===== config.mk =====
export PLATFORM = sky130hd
export DESIGN_NAME = insertion_sort_pack
export DESIGN_NICKNAME = d
export VERILOG_FILES = /design/src/rtl/insertion_sort_pack.sv
export SDC_FILE = /design/constraint.sdc
export NUM_CORES = 1
export LEC_CHECK = 0
export CAP_MARGIN = 20
export CELL_PAD_IN_SITES_DETAIL_PLACEMENT = 0
export CELL_PAD_IN_SITES_GLOBAL_PLACEMENT = 1
export CORE_ASPECT_RATIO = 1.1
export CORE_MARGIN = 5
export CORE_UTILIZATION = 45
export CTS_CLUSTER_DIAMETER = 150
export CTS_CLUSTER_SIZE = 30
export DETAILED_ROUTE_END_ITERATION = 10
export MAX_ROUTING_LAYER = met4
export PLACE_DENSITY_LB_ADDON = 0.05
export SLEW_MARGIN = 20
export SYNTH_ARGS = -nofsm -noshare
export SYNTH_HDL_FRONTEND = slang
export SYNTH_SLANG_ARGS = --single-unit

===== constraint.sdc =====
create_clock -name clk -period 3.8 [get_ports clk]
set_input_delay 0.76 -clock clk [delete_from_list [all_inputs] [get_ports clk]]
set_output_delay 0.76 -clock clk [all_outputs]
set_load 0.03 [all_outputs]

===== src/rtl/insertion_sort_pack.sv =====
// insertion_sort_pack: sorts blocks of NUM_ELEMS unsigned words with an
// insertion-sort register array, then packs each sorted block into one wide
// AXI-Stream beat (element i, the i-th smallest, at [i*DATA_WIDTH +: DATA_WIDTH]).
// Fill and drain of the sort array do not overlap; the pack stage can accept a
// new beat in the same cycle its output is taken.
module insertion_sort_pack #(
    parameter int DATA_WIDTH = 8,
    parameter int ADDR_WIDTH = 2
) (
    input  logic                                     clk,
    input  logic                                     rst,
    input  logic                                     src_tvalid,
    output logic                                     src_tready,
    input  logic [DATA_WIDTH-1:0]                    src_tdata,
    input  logic                                     src_tlast,
    output logic                                     dest_tvalid,
    input  logic                                     dest_tready,
    output logic [(2**ADDR_WIDTH)*DATA_WIDTH-1:0]    dest_tdata,
    output logic                                     dest_tlast
);

    localparam int NUM_ELEMS = 2**ADDR_WIDTH;
    localparam logic [ADDR_WIDTH-1:0] LAST_IDX = ADDR_WIDTH'(NUM_ELEMS - 1);

    // Block length is fixed, so the upstream last flag carries no information.
    logic unused_tlast;
    assign unused_tlast = src_tlast;

    // ------------------------------------------------------------------
    // Sort stage
    // ------------------------------------------------------------------
    typedef enum logic {
        S_FILL  = 1'b0,
        S_DRAIN = 1'b1
    } sort_state_t;

    sort_state_t           state;
    logic [DATA_WIDTH-1:0] slots     [NUM_ELEMS];
    logic [DATA_WIDTH-1:0] slots_ins [NUM_ELEMS];
    logic [NUM_ELEMS-1:0]  gt;
    logic [ADDR_WIDTH-1:0] count;

    // Internal stream between the sort and pack stages.
    logic                  sort_tvalid;
    logic                  sort_tready;
    logic [DATA_WIDTH-1:0] sort_tdata;
    logic                  sort_tlast;

    // Parallel compare of the new element against every occupied slot, and
    // the array contents after inserting it (larger values shift up one slot).
    always_comb begin
        // NOTE: every variable driven here gets a default first, so no path
        // leaves it unassigned and no latch is inferred.
        gt = '0;
        for (int i = 0; i < NUM_ELEMS; i++) begin
            slots_ins[i] = slots[i];
        end
        for (int i = 0; i < NUM_ELEMS; i++) begin
            gt[i] = (i < int'(count)) && (slots[i] > src_tdata);
        end
        // Occupied slots are sorted, so gt is a contiguous run ending at
        // count-1; the new element lands just below that run (after equals).
        if (gt[0] || (count == '0)) begin
            slots_ins[0] = src_tdata;
        end
        for (int i = 1; i < NUM_ELEMS; i++) begin
            if (gt[i-1]) begin
                slots_ins[i] = slots[i-1];
            end else if (gt[i] || (int'(count) == i)) begin
                slots_ins[i] = src_tdata;
            end
        end
    end

    // Sort FSM: fill the array one element per handshake, then drain it.
    always_ff @(posedge clk or negedge rst) begin
        if (!rst) begin
            state      <= S_FILL;
            count      <= '0;
            src_tready <= 1'b0;
            // NOTE: the slot array is reset too, so its contents are defined
            // from reset rather than left at power-up values.
            for (int i = 0; i < NUM_ELEMS; i++) begin
                slots[i] <= '0;
            end
        end else begin
            case (state)
                S_FILL: begin
                    src_tready <= 1'b1;
                    if (src_tvalid && src_tready) begin
                        slots <= slots_ins;
                        if (count == LAST_IDX) begin
                            state      <= S_DRAIN;
                            count      <= '0;
                            src_tready <= 1'b0;
                        end else begin
                            count <= count + 1'b1;
                        end
                    end
                end
                S_DRAIN: begin
                    src_tready <= 1'b0;
                    if (sort_tready) begin
                        if (count == LAST_IDX) begin
                            state      <= S_FILL;
                            count      <= '0;
                            src_tready <= 1'b1;
                        end else begin
                            count <= count + 1'b1;
                        end
                    end
                end
                default: begin
                    state      <= S_FILL;
                    count      <= '0;
                    src_tready <= 1'b0;
                end
            endcase
        end
    end

    // During drain, count walks slot 0 upward onto the internal stream.
    always_comb begin
        sort_tvalid = (state == S_DRAIN);
        sort_tdata  = slots[count];
        sort_tlast  = (count == LAST_IDX);
    end

    // ------------------------------------------------------------------
    // Pack stage
    // ------------------------------------------------------------------
    logic [NUM_ELEMS-1:0][DATA_WIDTH-1:0] pack_reg;
    logic [NUM_ELEMS-1:0][DATA_WIDTH-1:0] pack_next;
    logic [ADDR_WIDTH-1:0]                beat_cnt;
    logic                                 last_acc;

    assign sort_tready = !dest_tvalid || dest_tready;

    // Packing register with the current beat dropped into its slot.
    always_comb begin
        pack_next           = pack_reg;
        pack_next[beat_cnt] = sort_tdata;
    end

    // Collect NUM_ELEMS beats, then present them as one held output beat.
    always_ff @(posedge clk or negedge rst) begin
        if (!rst) begin
            pack_reg    <= '0;
            beat_cnt    <= '0;
            last_acc    <= 1'b0;
            dest_tvalid <= 1'b0;
            dest_tdata  <= '0;
            dest_tlast  <= 1'b0;
        end else begin
            if (dest_tvalid && dest_tready) begin
                dest_tvalid <= 1'b0;
            end
            if (sort_tvalid && sort_tready) begin
                pack_reg <= pack_next;
                if (beat_cnt == LAST_IDX) begin
                    dest_tdata  <= pack_next;
                    dest_tlast  <= last_acc || sort_tlast;
                    dest_tvalid <= 1'b1;
                    beat_cnt    <= '0;
                    last_acc    <= 1'b0;
                end else begin
                    beat_cnt <= beat_cnt + 1'b1;
                    last_acc <= last_acc || sort_tlast;
                end
            end
        end
    end

endmodule


### Yosys cells after proc, flatten, opt, wreduce, memory -nomap -nowiden

Cells that the tools add are included.

* $add $sub $neg: 2
* $mul: 0
* div/mod/pow operators: 0
* $lt $le $gt $ge: 9
* equality and inequality tests: 7
* shift-type cells: 0
* multiplexer cells: 29
* bitwise logic cells: 2
* reductions and logical operators: 23

Operators with widths (number)
* 8-bit two-way mux: 9
* 32-bit bitwise mux: 1
* 8-bit > comparator: 3
* 8-bit binary-select mux with 2-bit select: 1
* 8-bit demux with 2-bit select: 1
* 3-bit AND reduction: 4
* 1-bit two-way mux: 10
* 2-bit == test (second input constant): 4
* 2-bit two-way mux: 4
* 1-bit logical AND: 7
* 2-bit nonzero test: 3
* 1-bit logical OR: 5
* 2-bit by 1-bit adder with 2-bit output (second input constant): 2
* 1-bit by 2-bit < comparator with 1-bit output (first input constant): 2
* 1-bit case mux with 2 select lines: 2
* 2-bit case mux with 2 select lines: 1
* 2-bit AND reduction: 2
* 3-bit greater-or-equal comparator (second input constant): 1
* 2-bit by 3-bit < comparator with 1-bit output (second input constant): 1
* 2-bit NOT with 3-bit output: 1
* 2-bit by 1-bit == test with 1-bit output (second input constant): 1
* 2-bit by 1-bit greater-or-equal comparator with 1-bit output (second input constant): 1
* 2-bit logical NOT: 1
* 2-bit < comparator (first input constant): 1
* other kinds (4): 4

* bits in registers: 105
* latch bits: 0
* bits in writable memories: 0
* memory bits (read-only): 0
* bits of input ports: 13
* output and inout port bits: 35
* word-level logic and storage cells: 88
* memories: 0

### Depth between registers and ports, before layout

Gate-level depths: netlist of run 1.

* word-level depth: 5
* mapped depth: 10
* mapped depth without buffers: 8

### Worst setup path before layout of run 1

Ideal clock, no wire load.

* path kind: input to register
* from: in src_tdata[5]
* to: reg slots[16] (netlist bit)
* setup time: 0.136 ns
* data arrival time: 2.377 ns
* data required time: 3.664 ns
* path slack: 1.287 ns
* stages: 10
* path buffers: 2
* cell sequence: inv_1 ha_1 a211o_1 a21oi_2 and3_4 buf_12 a2bb2oi_4 and2b_1 buf_6 a211oi_2

* word-level cells in the longest chain between the ends: 5
* elaborated cells on any way between the ends: 8
* classes of those cells: 2 x order compare; 1 x mux; 5 x reduce/logical

RTL lines
* start: declaration: line 14 `input logic [DATA_WIDTH-1:0] src_tdata,`
* 8-bit > comparator: line 59 `gt[i] = (i < int'(count)) && (slots[i] > src_tdata);`
* 1-bit logical AND: line 59
* 1-bit logical OR: line 69 `end else if (gt[i] || (int'(count) == i)) begin`
* 2-bit nonzero test (no source line)
* 3-bit AND reduction (no source line)
* end signal: assignment: line 91 `slots <= slots_ins;`
* end: declaration: line 38 `logic [DATA_WIDTH-1:0] slots [NUM_ELEMS];`

Several ways; a longest one is shown, not always the timed one.
A chain may end at the register's enable or synchronous reset.

### Worst setup path in the final report of run 1

* from: in src_tdata[4]
* to: reg slots[13] (netlist bit)

The elaborated chain is that of the path after synthesis.

==> reports/metrics.csv, run 1 <==
stage,metric,value,unit
power_and_ir_drop,swShare,42.2,%
status,status,"complete, no violations",
yosys,synth_area_leaders,"dfrtp_1, ha_1, mux2_2",
sta,slew_headroom,57.3,%
worst_setup_path,max_stage_delay,0.57,ns
route,num_vias,3781,
route,antenna_left,0,
power_and_ir_drop,p_sw,0.00250,W
final_layout,final_util,54.4,%
sta,worst_pin_slew,0.640,ns
floorplan,num_rows,41,
sta,finalCritPeriodShare,79.6,%
worst_setup_path,cpMaxStageDelayCell,clkdlybuf4s50_1,
yosys,synth.most_common_cell,dfrtp_1,
clock_tree,cts_inserted_buffers,9,
clock_tree,cts_tree,yes,
final_layout,stdcell_count,683,
sta,setup_slack,0.776,ns
global_routing,grt_max_degree,43,
worst_setup_path,crit_chain,"clkdlybuf4s50_1, inv_1, ha_1, a211o_1, a21oi_2, and3_4, nor2_4, and2b_1, a211oi_2",
floorplan,fp.dieW,113,um
yosys,netlist.area_leader.share,45.9,%
sta,finalHoldViolCount,0,
route,via_per_inst,5.54,
sta,finClkSkew,0.00797,ns
clock_tree,clk_latency,0.34,ns
global_routing,grt_pass1_vias,3870,
yosys,synthTopCellsByCount,"dfrtp_1, nand2_1, nor2_1",
final_layout,area_delta_synth_final,18.3,%
global_routing,grt.total_usage,19.4,%
place,dpl.hpwl,9050,um
route,drtIter0Drc,186,
global_routing,grt_remaining_overflow,0,
final_layout,layout.nets,573,
route,post_drt_wl_per_cell,18.1,um
clock_tree,cts_resized,0,
power_and_ir_drop,peakVddDrop,0.392,mV
worst_setup_path,critPathLaunchType,input pin,
global_routing,grt_pass1_wl,20700,um
worst_setup_path,end_kind,register,
floorplan,die_area,0.0140,mm^2
power_and_ir_drop,internal-power,0.00342,W
sta,fin_hold_ws,0.388,ns
yosys,syn_area,0.00529,mm^2
sta,slew_viol_final,0,
yosys,synth_enable_flop_cells,0,
route,drt_pre_antenna_iters,4,
route,routed_wl,12300,um
final_layout,seqCellArea,0.00243,mm^2
power_and_ir_drop,combPwrFrac,51.7,%
place,portBuffers,46,
worst_hold_path,hold_path_class,input pin to asynchronous set/reset pin,
clock_tree,cts_root_buf,clkbuf_16,
power_and_ir_drop,power_density,947,mW/mm^2
yosys,synth.largest_area_cell,dfrtp_1,
yosys,ys_types,45,
final_layout,antennaDiodeCount,0,
yosys,async_flop_share,100,%
yosys,ys_seq_area_share,45.9,%
sta,rsz0062_at_grt,false,
clock_tree,clk_pin_slew,0.07,ns
yosys,syn_area_per_cell,11.0,um^2
floorplan,coreArea,0.0115,mm^2
place,placed_cells,667,
yosys,ys_ff_latch,97,
global_routing,antenna_found_initial,0,
power_and_ir_drop,clockPowerShare,16.9,%
place,place.gp.congestion,0.842,
sta,finalSetupTns,0,ns
floorplan,ios,48,
final_layout,drive_above_1_share,18.9,%
flow_run,cap_violations,0,
clock_tree,postCtsSetupRepairBufs,0,
clock_tree,cts-htree-levels,3,
final_layout,fill_cells,1037,
clock_tree,cts_num_sinks,97,
floorplan,initial_utilization,46.0,%
clock_tree,ctsHoldBuffers,0,
worst_setup_path,worst-endpoint-arrival,3.23,ns
clock_tree,clockBufferDepth,2,
place,detailedPlace.worstSlack,0.411,ns
power_and_ir_drop,p_leak,2.84,nW
worst_setup_path,worstPathRequired,4.01,ns
worst_setup_path,worstPathMaxFanout,10,
worst_setup_path,critPathKind,input pin to register,
sta,finalSetupViolations,0,
sta,clock.fmax,0.331,GHz
yosys,synth_nets,525,
sta,finalCriticalPeriod,3.02,ns
power_and_ir_drop,seqPwrFrac,31.4,%
final_layout,multi_input_area,0.00262,mm^2
route,drc_errors,0,
yosys,synthFlopType,dfrtp_1,
yosys,syn_inst,480,
yosys,synth_warnings,0,
floorplan,dieHeight,124,um
-- worst max-delay path: cells and delay by family --
kind	cells	cell delay, ns
AO/OA/AOI/OAI	3	0.63
AND/OR/NAND/NOR	3	0.91
adder cells (fa/ha/maj)	1	0.22
buffers and inverters	2	0.70
-- power by group through the flow --
stage	logic, W	clock network [W]	registers, W
after floorplan	0.00188	0	0.00211
after global placement	0.00304	0	0.00186
after detailed placement	0.00310	0	0.00188
after CTS	0.00311	0.00103	0.00186
after global routing	0.00335	0.00107	0.00192
final	0.00306	0.00100	0.00186
-- layer usage --
layer,track usage [%],vias to the layer above,wire (um)
li1,-,1824,-
met1,24.8,1856,5490
met2,32.3,79,6160
met3,2.72,22,440
met4,6.24,0,249
met5,-,-,0
-- cells in the final DEF, fill, tap and decap left out, types with 5 or more instances in the layout --
cell type | synthesis | final
nor2_1 | 42 | 42
mux2_2 | 33 | 33
o21ai_0 | 7 | 7
clkdlybuf4s50_1 | 0 | 45
mux4_2 | 8 | 8
o41ai_1 | 8 | 8
nor4_1 | 16 | 16
o21ai_1 | 8 | 8
clkbuf_16 | 0 | 9
mux2i_1 | 32 | 32
inv_1 | 29 | 29
ha_1 | 32 | 32
a22o_1 | 7 | 7
nand4_1 | 5 | 5
nand2_1 | 50 | 50
dfrtp_1 | 97 | 97
buf_4 | 1 | 18
a21oi_1 | 32 | 32
a211oi_2 | 17 | 17
-- stage by stage --
| step | total power (W) | area [um^2] |
|---|---|---|
| 5_1_grt | 0.00635 | 6250 |
| 3_3_place_gp | 0.00491 | 5930 |
| 6_report | 0.00592 | 6250 |
| 3_5_place_dp | 0.00498 | 5930 |
| 2_1_floorplan | 0.00399 | 5290 |
| 4_1_cts | 0.00600 | 6250 |
-- logic make-up (layout without fill, tap and decap cells) --
| kind of cell | after synthesis | count (layout) | synth area share (%) |
|---|---|---|---|
| adders and majority gates | 32 | 32 | 7.58 |
| muxes | 73 | 73 | 16.5 |
| and+or+nand+nor | 130 | 130 | 11.6 |
| DFF | 97 | 97 | 45.9 |
| AOI/OAI and AO/OA | 93 | 93 | 13.8 |
| buffers and inverters | 55 | 108 | 4.59 |
-- final timing paths --
check | startpoint | endpoint | slack (ns) | cells after the start
max | src_tdata[4] | slots[13] | 0.78 | 9
min | rst | dest_tdata[22] | 0.39 | 1
max reg2reg | slots[21] | slots[13] | 1.40 | 7
min reg2reg | dest_tdata[27] | dest_tdata[27] | 0.47 | 2
max in group asynchronous | rst | slots[14] | 2.62 | 2
min in group clk | dest_tdata[27] | dest_tdata[27] | 0.47 | 2
-- final cells by class --
cell class / instances / area share, %
Sequential cell: 97 / 38.8
Multi-Input combinational cell: 328 / 41.8
Clock inverter: 6 / 1.56
Clock buffer: 10 / 3.66
Timing Repair Buffer: 63 / 9.37
Tap cell: 150 / 3.00
Inverter: 29 / 1.74
Power figures use the tool's default switching activity.
==> inputs of run 2 (changes only) <==
--- a/config.mk
+++ b/config.mk
@@ -10,7 +10,7 @@
 export CELL_PAD_IN_SITES_GLOBAL_PLACEMENT = 1
 export CORE_ASPECT_RATIO = 1.1
 export CORE_MARGIN = 5
-export CORE_UTILIZATION = 45
+export CORE_UTILIZATION = 42
 export CTS_CLUSTER_DIAMETER = 150
 export CTS_CLUSTER_SIZE = 30
 export DETAILED_ROUTE_END_ITERATION = 10
==> constraint.sdc (replaced) <==
create_clock -name clk -period 2.46 [get_ports clk]
set_input_delay 0.492 -clock clk [delete_from_list [all_inputs] [get_ports clk]]
set_output_delay 0.492 -clock clk [all_outputs]
set_load 0.03 [all_outputs]
==> run 2 against run 1 <==
  * Critical path depth is 1 higher
  * Critical path type unchanged
  * Power is 58% higher
  * Clock skew is 0.0025 ns lower
  * Utilization is 1.2 points lower
  * First-iteration DRC count is 9.1% lower
  * Sequential power is 51% higher
  * Sequential cell count stayed put
  * Combinational power is 71% higher
  * Setup slack worse by 0.72 ns
==> reports/metrics.csv, run 2 (same netlist as run 1, synthesis figures left out) <==
stage,metric,value,unit
sta,finalHoldViolCount,0,
floorplan,initial_utilization,42.3,%
worst_setup_path,end_kind,register,
sta,worst_pin_slew,0.498,ns
final_layout,mostFrequentLayoutCell,dfrtp_1,
worst_setup_path,critPathKind,input pin to register,
final_layout,area_delta_synth_final,25.7,%
floorplan,num_rows,43,
route,drc_errors,0,
status,status,"complete, no violations",
floorplan,ios,48,
sta,finalCritPeriodShare,97.6,%
power_and_ir_drop,p_sw,0.00395,W
final_layout,final_cell_mix,"dfrtp_1, nand2_1, buf_4",
sta,setup_slack,0.0581,ns
place,place.gp.congestion,0.884,
worst_setup_path,max_stage_delay,0.48,ns
clock_tree,cts_root_buf,clkbuf_16,
sta,slew_headroom,66.8,%
clock_tree,cts_tree,yes,
route,antenna_left,0,
clock_tree,clockBufferDepth,2,
floorplan,coreArea,0.0125,mm^2
worst_setup_path,critPathLaunchType,input pin,
global_routing,grt_remaining_overflow,0,
power_and_ir_drop,swShare,42.1,%
floorplan,die_area,0.0149,mm^2
sta,finalSetupViolations,0,
worst_setup_path,worst-endpoint-arrival,2.63,ns
route,post_drt_wl_per_cell,17.7,um
route,drt_pre_antenna_iters,4,
sta,fin_hold_ws,0.102,ns
power_and_ir_drop,combPwrFrac,55.8,%
global_routing,grt_pass1_vias,3933,
clock_tree,clk_latency,0.35,ns
clock_tree,cts-htree-levels,3,
worst_setup_path,cp_num_buf_inv,3,
sta,slew_viol_final,0,
global_routing,grt.total_usage,18.9,%
sta,finClkSkew,0.00543,ns
worst_setup_path,worstPathMaxFanout,5,
place,detailedPlace.worstSlack,-0.359,ns
final_layout,fill_cells,1173,
worst_hold_path,hold_path_class,input pin to asynchronous set/reset pin,
power_and_ir_drop,internal-power,0.00543,W
floorplan,dieHeight,128,um
clock_tree,cts_inserted_buffers,9,
route,num_vias,3923,
power_and_ir_drop,seqPwrFrac,29.9,%
power_and_ir_drop,power_density,1410,mW/mm^2
place,portBuffers,46,
route,via_per_inst,5.39,
worst_setup_path,crit_family,compound AO/OA/AOI/OAI gates,
flow_run,cap_violations,0,
global_routing,antenna_found_initial,0,
final_layout,layout.nets,612,
sta,rsz0062_at_grt,false,
final_layout,drive_above_1_share,27.0,%
global_routing,grt_max_degree,46,
worst_setup_path,crit_chain,"clkdlybuf4s50_1, inv_1, ha_1, a211o_1, a21oi_2, and3_4, a2bb2oi_4, and2b_2, buf_6, a211oi_2",
sta,clock.fmax,0.416,GHz
clock_tree,cts_num_sinks,97,
final_layout,antennaDiodeCount,0,
worst_setup_path,cpMaxStageDelayCell,clkdlybuf4s50_1,
global_routing,grt_pass1_wl,21000,um
place,dpl.hpwl,9570,um
route,drtIter0Drc,169,
route,routed_wl,12900,um
sta,finalCriticalPeriod,2.40,ns
power_and_ir_drop,peakVddDrop,0.660,mV
floorplan,fp.dieW,117,um
clock_tree,clk_pin_slew,0.07,ns
power_and_ir_drop,p_leak,3.05,nW
power_and_ir_drop,clockPowerShare,14.3,%
worst_setup_path,worstPathRequired,2.69,ns
## run 2: changes by cell type in the layout (fill, tap and decap cells not counted), sizes merged
cell and change:
nor2 +1, dlymetal6s2s +3, buf +38, clkbuf +1, inv -1, clkinv +1
bufinv -2, clkdlybuf4s50 -3
## run 2: power by group through the flow
stage	logic (W)	registers (W)	clock network (W)
floorplan	0.00290	0.00326	0
global placement	0.00505	0.00281	0
detailed placement	0.00515	0.00283	0
CTS	0.00517	0.00280	0.00138
global route	0.00575	0.00290	0.00144
finish	0.00523	0.00281	0.00134
## run 2: final timing paths
check | slack, ns | to | depth (start not counted) | from
worst min register to register | 0.48 | dest_tdata[30] | 2 | dest_tdata[30]
worst max-delay path | 0.06 | slots[23] | 10 | src_tdata[4]
worst min-delay path | 0.10 | dest_tdata[30] | 1 | rst
max in group asynchronous | 1.75 | dest_tdata[9] | 2 | rst
worst max register to register | 0.28 | slots[23] | 8 | slots[21]
min in group clk | 0.48 | dest_tdata[30] | 2 | dest_tdata[30]
## run 2: layout make-up
cell class	instances	area, um^2	share of cell area [%]
Inverter	29	109	1.64
Sequential cell	97	2430	36.5
Timing Repair Buffer	101	927	14.0
Clock inverter	4	27.5	0.414
Multi-Input combinational cell	329	2710	40.8
Tap cell	157	196	2.96
Clock buffer	11	243	3.65
## run 2: routing by layer
layer / part of all wire [%] / up-vias / global-route usage [%]
met3: 3.9 / 13 / 3.82
met2: 50 / 66 / 30.0
met4: 1.3 / 0 / 4.79
met1: 45 / 1933 / 24.7
li1: - / 1911 / -
met5: 0 / - / -
## run 2: what timing repair did
| item | 4_1_cts | 5_1_grt |
|---|---|---|
| setup endpoints to repair | 0 | 28 |
| hold buffers | 0 | 0 |
| buffers inserted | 0 | 2 |
| resized for setup | 0 | 23 |
## run 2: through the flow
step / utilization, % / TNS (ns) / power [W] / cell area [um^2] / instances
after CTS: 52.2 / 0 / 0.00935 / 6510 / 725
after global placement: 50.0 / -8.88 / 0.00786 / 6240 / 710
after global routing: 53.2 / 0 / 0.0101 / 6640 / 728
after floorplan: - / 0 / 0.00616 / 5290 / 480
final: 53.2 / 0 / 0.00938 / 6640 / 728
after detailed placement: 50.0 / -9.64 / 0.00798 / 6240 / 710
